`src/rtl/pipe_stall_ctrl.sv`:
```
// Pipeline stall/flush sequencer for the 5-stage core, with an EX-stall watchdog.
// Optional: define STALL_PERF_CNT_EN to add a saturating stalled-cycle counter (stall_cnt_o).
module pipe_stall_ctrl #(
  parameter int EX_TIMEOUT = 64
`ifdef STALL_PERF_CNT_EN
  ,
  parameter int CNT_W = 32
`endif
) (
  input  logic       clk,
  input  logic       rst,
  input  logic       stallreq_id_i,
  input  logic       stallreq_ex_i,
  input  logic       flush_req_i,
  output logic [5:0] stall_o,
  output logic       flush_o,
  output logic       timeout_o,
  output logic [1:0] state_o
`ifdef STALL_PERF_CNT_EN
  ,
  output logic [CNT_W-1:0] stall_cnt_o
`endif
);

  localparam int CW = $clog2(EX_TIMEOUT + 1);

  typedef enum logic [1:0] {
    RUN     = 2'd0,
    ID_HOLD = 2'd1,
    EX_HOLD = 2'd2,
    FLUSH   = 2'd3
  } state_t;

  state_t        state, state_nxt;
  logic [CW-1:0] ex_cnt, ex_cnt_nxt;
  logic          wd_fire;

  // ex_cnt includes the cycle that first raised the EX stall, so EX_TIMEOUT-1 stalled cycles precede release.
  always_comb begin
    state_nxt  = state;
    ex_cnt_nxt = '0;
    stall_o    = 6'b000000;
    wd_fire    = (state == EX_HOLD) && stallreq_ex_i && !flush_req_i &&
                 (ex_cnt == CW'(EX_TIMEOUT - 1));

    if (rst && !flush_req_i && (state != FLUSH) && !wd_fire) begin
      if (stallreq_ex_i)
        stall_o = 6'b001111;
      else if (stallreq_id_i)
        stall_o = 6'b000111;
    end

    if (flush_req_i)
      state_nxt = FLUSH;
    else if (wd_fire)
      state_nxt = RUN;
    else begin
      case (state)
        RUN, ID_HOLD, EX_HOLD: begin
          if (stallreq_ex_i)
            state_nxt = EX_HOLD;
          else if (stallreq_id_i)
            state_nxt = ID_HOLD;
          else
            state_nxt = RUN;
        end
        FLUSH:   state_nxt = RUN;
        default: state_nxt = RUN;
      endcase
    end

    if (state_nxt == EX_HOLD)
      ex_cnt_nxt = (state == EX_HOLD) ? ex_cnt + CW'(1) : CW'(1);
  end

  always_ff @(posedge clk or negedge rst) begin
    if (!rst) begin
      state     <= RUN;
      ex_cnt    <= '0;
      flush_o   <= 1'b0;
      timeout_o <= 1'b0;
    end else begin
      state     <= state_nxt;
      ex_cnt    <= ex_cnt_nxt;
      flush_o   <= (state_nxt == FLUSH);
      timeout_o <= timeout_o | wd_fire;
    end
  end

  assign state_o = state;

`ifdef STALL_PERF_CNT_EN
  // Saturates rather than wrapping so a long-running core never reports a small count.
  always_ff @(posedge clk or negedge rst) begin
    if (!rst)
      stall_cnt_o <= '0;
    else if ((stall_o != 6'b000000) && (stall_cnt_o != {CNT_W{1'b1}}))
      stall_cnt_o <= stall_cnt_o + CNT_W'(1);
  end
`endif

endmodule

```
`config.mk`:
```
export PLATFORM = sky130hd
export DESIGN_NAME = pipe_stall_ctrl
export DESIGN_NICKNAME = d
export VERILOG_FILES = /design/src/rtl/pipe_stall_ctrl.sv
export SDC_FILE = /design/constraint.sdc
export NUM_CORES = 1
export LEC_CHECK = 0
export CORE_MARGIN = 2
export CORE_UTILIZATION = 36
export DETAILED_ROUTE_END_ITERATION = 10
export MAX_ROUTING_LAYER = met4
export PLACE_DENSITY_LB_ADDON = 0.15
export SLEW_MARGIN = 15
export SYNTH_ARGS = -nofsm -noshare
export SYNTH_HDL_FRONTEND = slang
export SYNTH_SLANG_ARGS = --single-unit
```
`constraint.sdc`:
```
create_clock -name clk -period 1.65 [get_ports clk]
set_input_delay 0.33 -clock clk [delete_from_list [all_inputs] [get_ports clk]]
set_output_delay 0.33 -clock clk [all_outputs]
set_load 0.05 [all_outputs]
```
# Word level (Yosys, flattened, before mapping)
# Index checks and enable logic that the tools add are counted.
[word_totals]
ff_bits = 11
inputBits = 5
out_inout_bits = 10
word_cells = 33
[classes]
n_addsub = 1
eq_ne = 7
muxes = 10
bitwise = 1
reduce_logical = 10
[ops]
columns = ["op", "n"]
rows = [
  ["two-way mux 7 bit", 2],
  ["== test 2 bit (second input constant)", 4],
  ["adder 7 x 1 -> 7 bit (second input constant)", 1],
  ["== test 7 x 6 -> 1 bit (second input constant)", 1],
  ["logical AND 1 bit", 6],
  ["two-way mux 2 bit", 3],
  ["two-way mux 6 bit", 1],
  ["two-way mux 4 bit", 1],
  ["one-hot mux 2 bit (2 select lines)", 1],
  ["two-way mux 3 bit", 1],
  ["OR reduction 3 bit", 1],
  ["== test 2 x 1 -> 1 bit (second input constant)", 1],
  ["logical NOT 1 bit", 2],
  ["logical NOT 2 bit", 1],
  ["inequality test 2 bit (second input constant)", 1],
  ["two-way mux 1 bit", 1],
  ["bitwise OR 1 bit", 1],
]

# Depth between registers and ports, before layout
[logic_depth]
word_depth = 8
depth_mapped = 5
mapped_depth_nobuf = 4

# Least setup slack after synthesis
# OpenSTA, ideal clock, no wires.
[synth_path]
path_kind = "register -> output"
start = "register state[1], in the netlist state_o[1]"
end = "output port stall_o[1]"
arrival_ns = 2.173
required_ns = 1.320
setup_slack_ns = -0.853
path_stages_with_launch = 4
path_buffers = 1
cell_sequence = "dfrtp_1 > and4bb_2 > a21oi_1 > buf_4"
[synth_via]
elab_chain_len = 7
elab_cells_between_ends = 9
classes_between = "eq/ne (2); mux (1); reduce/logical (6)"
[synth_rtl]
columns = ["element", "line", "source"]
rows = [
  ["start, declared", "34", "state_t state, state_nxt;"],
  ["start signal, assigned", "83", "state <= state_nxt;"],
  ["== test 2 bit", "43", "wd_fire = (state == EX_HOLD) && stallreq_ex_i && !flush_req_i &&"],
  ["logical AND 1 bit (3 in a row)", "43", ""],
  ["logical NOT 1 bit", "46", "if (rst && !flush_req_i && (state != FLUSH) && !wd_fire) begin"],
  ["logical AND 1 bit *", "46", ""],
  ["two-way mux 6 bit *", "46", ""],
  ["end, declared", "15", "output logic [5:0] stall_o,"],
]
# Mark *: on every way between the ends. The rest lies on a longest branch, timed or not.

# Worst setup path after layout
[layout_path]
start = "register ex_cnt[0]"
end = "output port stall_o[1]"
[layout_via]
elab_chain_len = 5
[layout_rtl]
columns = ["element", "line", "source"]
rows = [
  ["start, declared", "35", "logic [CW-1:0] ex_cnt, ex_cnt_nxt;"],
  ["start signal, assigned", "84", "ex_cnt <= ex_cnt_nxt;"],
  ["== test 7 x 6 -> 1 bit", "44", "(ex_cnt == CW'(EX_TIMEOUT - 1));"],
  ["logical AND 1 bit", "43", ""],
  ["logical NOT 1 bit", "46", ""],
  ["logical AND 1 bit", "46", ""],
  ["two-way mux 6 bit", "46", ""],
]
# Every way passes these cells.

==> flow_summary_export.csv <==
group,metric,value,unit
status,status,"complete, but fails checks",
status,violations,"negative setup slack",
layout,fill_cells,126,
layout,antenna_cells,0,
critical_path,r2r_setup_slack,0.23,ns
floorplan,fp.dieH,43.99,µm
clock_network,hold_buffers,0,
grt,antenna_found_initial,0,
logic_synthesis,syn_area_per_cell,10.66,µm²
timing,setup_viol,4,
logic_synthesis,ys_warn_count,0,
clock_network,htree_levels,1,
critical_path,crit_arrival,1.53,ns
critical_path,critical_path_class,"flip-flop to output port",
logic_synthesis,synthDistinctLibCells,28,
routing,drtIter0Drc,1,
power_and_ir_drop,p_leak,0.4504,nW
layout,drive_gt1_share,48.81,%
logic_synthesis,yosysSeqAreaShare,47.83,%
layout,final_common_cell,"buf_4",
timing,fmax,538.6,MHz
grt,grt_pass1_vias,542,
logic_synthesis,synth_top_family_by_area,"simple AND/OR/NAND/NOR gates",
clock_network,cts_tree,"yes",
layout,layout.nets,91,
grt,grt_max_degree,12,
critical_path,cp.required,1.32,ns
power_and_ir_drop,p_per_area,644.8,nW/µm²
clock_network,clockBufferDepth,2,
logic_synthesis,yosys.area_share.simple,24.13,%
floorplan,start_util,38.21,%
clock_network,numCtsBuffers,3,
logic_synthesis,yosys.area.top_type,"dfrtp_1",
placement,place_inst,94,
critical_path,cp_max_fo,4,
routing,totalWireLength,1.430,mm
routing,num_vias,490,
timing,holdWs,0.2129,ns
placement,io_buffer_count,12,
timing,skew,0.008661,ns
logic_synthesis,synth_compound_area_share,12.83,%
logic_synthesis,async_reset_ff_share,100.0,%
floorplan,coreArea,1506,µm²
logic_synthesis,syn_area,575.6,µm²
timing,rsz0062_at_grt,"true",
critical_path,worstRegToRegCells,4,
floorplan,fp.dieW,43.99,µm
layout,regArea,277.8,µm²
layout,multi_input_area,320.3,µm²
placement,place_congestion,0.7550,
floorplan,die-area,1935,µm²
logic_synthesis,synth-xor-area-share,4.565,%
placement,post-dp-hpwl,1.060,mm
layout,final_cell_mix,"20 x buf_4, 9 x dfrtp_1, 6 x buf_12",
routing,ant_nets,0,
timing,period_needed,1.857,ns
logic_synthesis,synthMuxAreaShare,0,%
logic_synthesis,synthFlopType,"dfrtp_1",
hold_path,hp-class,"input pin to asynchronous set/reset pin",
logic_synthesis,synth_edf_count,0,
logic_synthesis,synth.area.top_cells,"dfrtp_1 48%, buf_4 5.2%, nand4bb_4 4.8%, nand2b_1 3.3%, xor2_1 3.0%",
layout,final_cells,100,
power_and_ir_drop,vdd_drop_max,484.2,µV
floorplan,pin_count,15,
power_and_ir_drop,p_total,0.6213,mW
grt,grt_usage,18.30,%
clock_network,cts-root-buf,"clkbuf_4",
timing,hold_violations,0,
job,cap_violations,0,
routing,dr.pass1.iters,2,
timing,slew_violations,0,
clock_network,path_clk_slew,0.08,ns
timing,min_period_over_period,112.5,%
clock_network,clk_latency,0.26,ns
floorplan,row_count,14,
critical_path,crit_path_end_kind,"output port",
logic_synthesis,syn-instance-count,54,
grt,grt_pass1_wl,2.463,mm
critical_path,start_kind,"flip-flop",
logic_synthesis,synth_seq_cells,11,
critical_path,timing.rr.end,"ex_cnt[5]",
routing,drc,0,
critical_path,r2r-start,"state_o[1]",
logic_synthesis,synth_top_cell_area_share,47.83,%
clock_network,clock_sinks,11,
layout,area_growth,67.39,%
grt,overflow,0,
routing,avgViaCountPerCell,4.900,
placement,preCtsSetupSlack,-0.3634,ns
timing,setup_ws,-0.2067,ns
routing,wl_per_cell,14.30,µm
logic_synthesis,synthAdderAreaFrac,2.174,%
==> layer usage <==
layer	track usage, %	vias to the layer above	wire, µm
met4	9.091	0	11
met3	2.500	2	44
met5	-	-	0
met2	28.82	8	768
li1	-	248	-
met1	22.80	232	606
==> timing repair <==
action / CTS / global route
setup endpoints to repair: 4 / 4
resized for setup: 7 / 3
buffers inserted: 2 / 2
pin swaps: 4 / 2
==> cells by family after synthesis <==
| group | after synthesis |
|---|---|
| flip-flops | 11 |
| adder cells (fa/ha/maj) | 1 |
| other | 1 |
| XOR/XNOR | 3 |
| buffers and inverters | 8 |
| AND/OR/NAND/NOR | 20 |
| AO/OA/AOI/OAI | 10 |
==> sequential cells by signal, summed over array words and instances, names as in the netlist <==
signal,cells
ex_cnt,7
flush_o,1
state_o,2
timeout_o,1
==> power breakdown <==
part	switching, mW	internal [mW]
Sequential	0.0115	0.277
Combinational	0.0839	0.0693
Clock	0.0901	0.0895
Total	0.185	0.436
==> how the worst max path moves through the flow <==
stage	slack (ns)	start	end	cells after the start
floorplan	-0.15	state_o[1]	stall_o[1]	3
detailed placement	-0.36	flush_req_i	stall_o[3]	5
global route	-0.27	ex_cnt[0]	stall_o[0]	6
CTS	-0.25	ex_cnt[1]	stall_o[1]	6
finish	-0.21	ex_cnt[0]	stall_o[1]	6
global placement	-0.33	flush_req_i	stall_o[3]	5
==> worst max-delay path, stage by stage (launching register included) <==
cell and delay (ns):
dfrtp_1 0.42, ha_4 0.19, nand2_4 0.07, nor3_4 0.05, buf_12 0.13, a21oi_4 0.23
buf_12 0.17
==> Yosys cell counts, types with 2 or more instances <==
cell / instances
dfrtp_1: 11
inv_1: 3
nand3_1: 3
nor2_1: 2
nand2b_1: 3
a21oi_1: 2
buf_4: 4
nand2_1: 4
xor2_1: 2
or3_1: 2
==> through the flow <==
stage	setup TNS, ns	instance area, µm²	util (%)
detailed placement	-1.557	869.6	57.72
floorplan	-0.3659	608.1	-
finish	-0.7792	963.4	63.95
CTS	-0.9111	928.4	61.63
global placement	-1.423	869.6	57.72
global route	-1.038	963.4	63.95
==> final cells by class <==
class | instances | area share [%]
timing repair buffer | 30 | 31.82
clock inverter | 1 | 0.5195
inverter | 3 | 1.169
sequential | 11 | 28.83
clock buffer | 3 | 2.338
tap | 16 | 2.078
multi-input combinational | 36 | 33.25
No activity file was read; power rests on OpenSTA's default activity.
==> patch (same flow settings) <==
The option `STALL_PERF_CNT_EN` is turned on by a define.
--- a/src/rtl/pipe_stall_ctrl.sv
+++ b/src/rtl/pipe_stall_ctrl.sv
@@ -1,5 +1,7 @@
 // Pipeline stall/flush sequencer for the 5-stage core, with an EX-stall watchdog.
 // Optional: define STALL_PERF_CNT_EN to add a saturating stalled-cycle counter (stall_cnt_o).
+`define STALL_PERF_CNT_EN
+
 module pipe_stall_ctrl #(
   parameter int EX_TIMEOUT = 64
 `ifdef STALL_PERF_CNT_EN
Check against the original RTL (old outputs only; new: stall_cnt_o): equivalent (equiv_simple and equiv_induct, registers matched by name and starting in step).
==> patch against the unedited design <==
- the flow still finishes with violations (negative setup slack)
- total power grew to 4.6 times the old value
- setup slack lost 0.29 ns
- design area grew to 4.0 times the old value
- sequential cell count grew 32
- count of clock-buffer cells in the layout grew 3
- area after synthesis grew to 3.7 times the old value
- highest routed layer unchanged
- fmax shrank 14%
- routed wire length grew to 4.2 times the old value
- largest cell class unchanged
==> patch: results (changes against the unedited design) <==
* Largest net degree at the start of global routing at 44 (was 12)
* Post-synthesis xor/xnor area fraction at 0.138 (was 0.0457)
* Max reg flops at 32 (was 7)
* Largest register by flop count: stall_cnt_o (was ex_cnt)
* Final-report setup violation count at 36 (was 4)
* Register area share after synthesis at 0.499 (was 0.478)
* Drt initial violations at 106 (was 1)
* Peak VDD IR at 0.922 mV (was 0.484 mV)
* RePlAce Congestion at 0.818 (was 0.755)
* Status: finished with violations (unchanged)
* First-pass GRT wire length at 10.0 mm (was 2.46 mm)
* Routed Wire Length at 6.02 mm (was 1.43 mm)
* Estimated wirelength of the detail-placed design at 4.17 mm (was 1.06 mm)
* Synth Area in Adders at 0.0116 (was 0.0217)
* Vias in the first global route at 2057 (was 542)
* Port Buffers at 44 (was 12)
* Total global routing track utilization at 0.206 (was 0.183)
* Proportion of layout cells with a drive suffix above 1 at 0.660 (was 0.488)
* Failing checks: negative setup slack (unchanged)
* Cell variety after synth at 38 (was 28)
* CTS root buffer: clkbuf_8 (was clkbuf_4)
* Via count at 1965 (was 490)
* Static leakage at 0.00176 uW (was 0.000450 uW)
* WP data arrival at 1.82 ns (was 1.53 ns)
* Synth Instances at 202 (was 54)
* H-tree levels at 2 (was 1)
* Fin worst setup slack at -0.497 ns (was -0.207 ns)
* Pint at 1930 uW (was 436 uW)
* Nets at 332 (was 91)
## patch: worst paths after layout
path,start,endpoint,slack (ns)
max,ex_cnt[0]$_DFF_PN0_,stall_o[3],-0.50
min,rst,stall_cnt_o[21]$_DFFE_PN0P_,0.13
max reg2reg,ex_cnt[0]$_DFF_PN0_,stall_cnt_o[16]$_DFFE_PN0P_,-0.38
min reg2reg,timeout_o$_DFF_PN0_,timeout_o$_DFF_PN0_,0.46
max in group asynchronous,rst,stall_cnt_o[16]$_DFFE_PN0P_,1.10
min in group clk,flush_req_i,flush_o$_DFF_PN0_,0.33
## patch: what timing repair did
| action | in CTS | in global routing |
|---|---|---|
| buffers inserted | 8 | 3 |
| pin swaps | 33 | 10 |
| gates cloned | 0 | 1 |
| gates resized for setup | 50 | 6 |
| endpoints found under the setup margin | 37 | 41 |
## patch: power by group through the flow
| stage | clock network [uW] | logic (uW) | registers, uW |
|---|---|---|---|
| finish | 738 | 962 | 1190 |
| global route | 798 | 1010 | 1200 |
| CTS | 749 | 952 | 1180 |
| detailed placement | 0 | 905 | 1200 |
| global placement | 0 | 901 | 1200 |
| floorplan | 0 | 200 | 1460 |
## patch: layout make-up
cell class              count  area share
well taps                  75      0.0243
clock inverters             2     0.00420
inverters                   4     0.00517
multi-input cells         146       0.335
clock buffers               6      0.0213
flip-flops and latches     43       0.288
repair buffers            125       0.321
## patch: cells by family after synthesis
family	count (synthesis)
flip-flops	43
AO/OA/AOI/OAI	10
multiplexers	2
other	1
buffers and inverters	14
adder cells (fa/ha/maj)	2
AND/OR/NAND/NOR	96
XOR/XNOR	34
## patch: stage by stage
| stage | TNS [ns] | total power (uW) | setup slack, ns | std cells | util |
|---|---|---|---|---|---|
| 3_5_place_dp | -18.09 | 2110 | -0.603 | 381 | 0.583 |
| 4_1_cts | -8.52 | 2890 | -0.491 | 397 | 0.649 |
| 5_1_grt | -12.74 | 3010 | -0.573 | 401 | 0.661 |
| 2_1_floorplan | -7.61 | 1660 | -0.355 | 203 | - |
| 6_report | -7.72 | 2890 | -0.497 | 401 | 0.661 |
| 3_3_place_gp | -16.39 | 2110 | -0.536 | 381 | 0.583 |
## patch: critical path, stage by stage (launching register included)
cell and delay (ns):
dfrtp_1 0.41, ha_2 0.20, buf_6 0.11, and3_4 0.15, nand3_4 0.07, nor2_4 0.04, o21ai_2 0.14, and4_4 0.25
buf_12 0.13
## patch: routing by layer
layer  global-route usage  vias up  part of all wire
li1                     -      956                 -
met1                0.265      980              0.44
met2                0.339       25              0.53
met3               0.0300        4             0.025
met4               0.0559        0            0.0085
met5                    -        -                 0
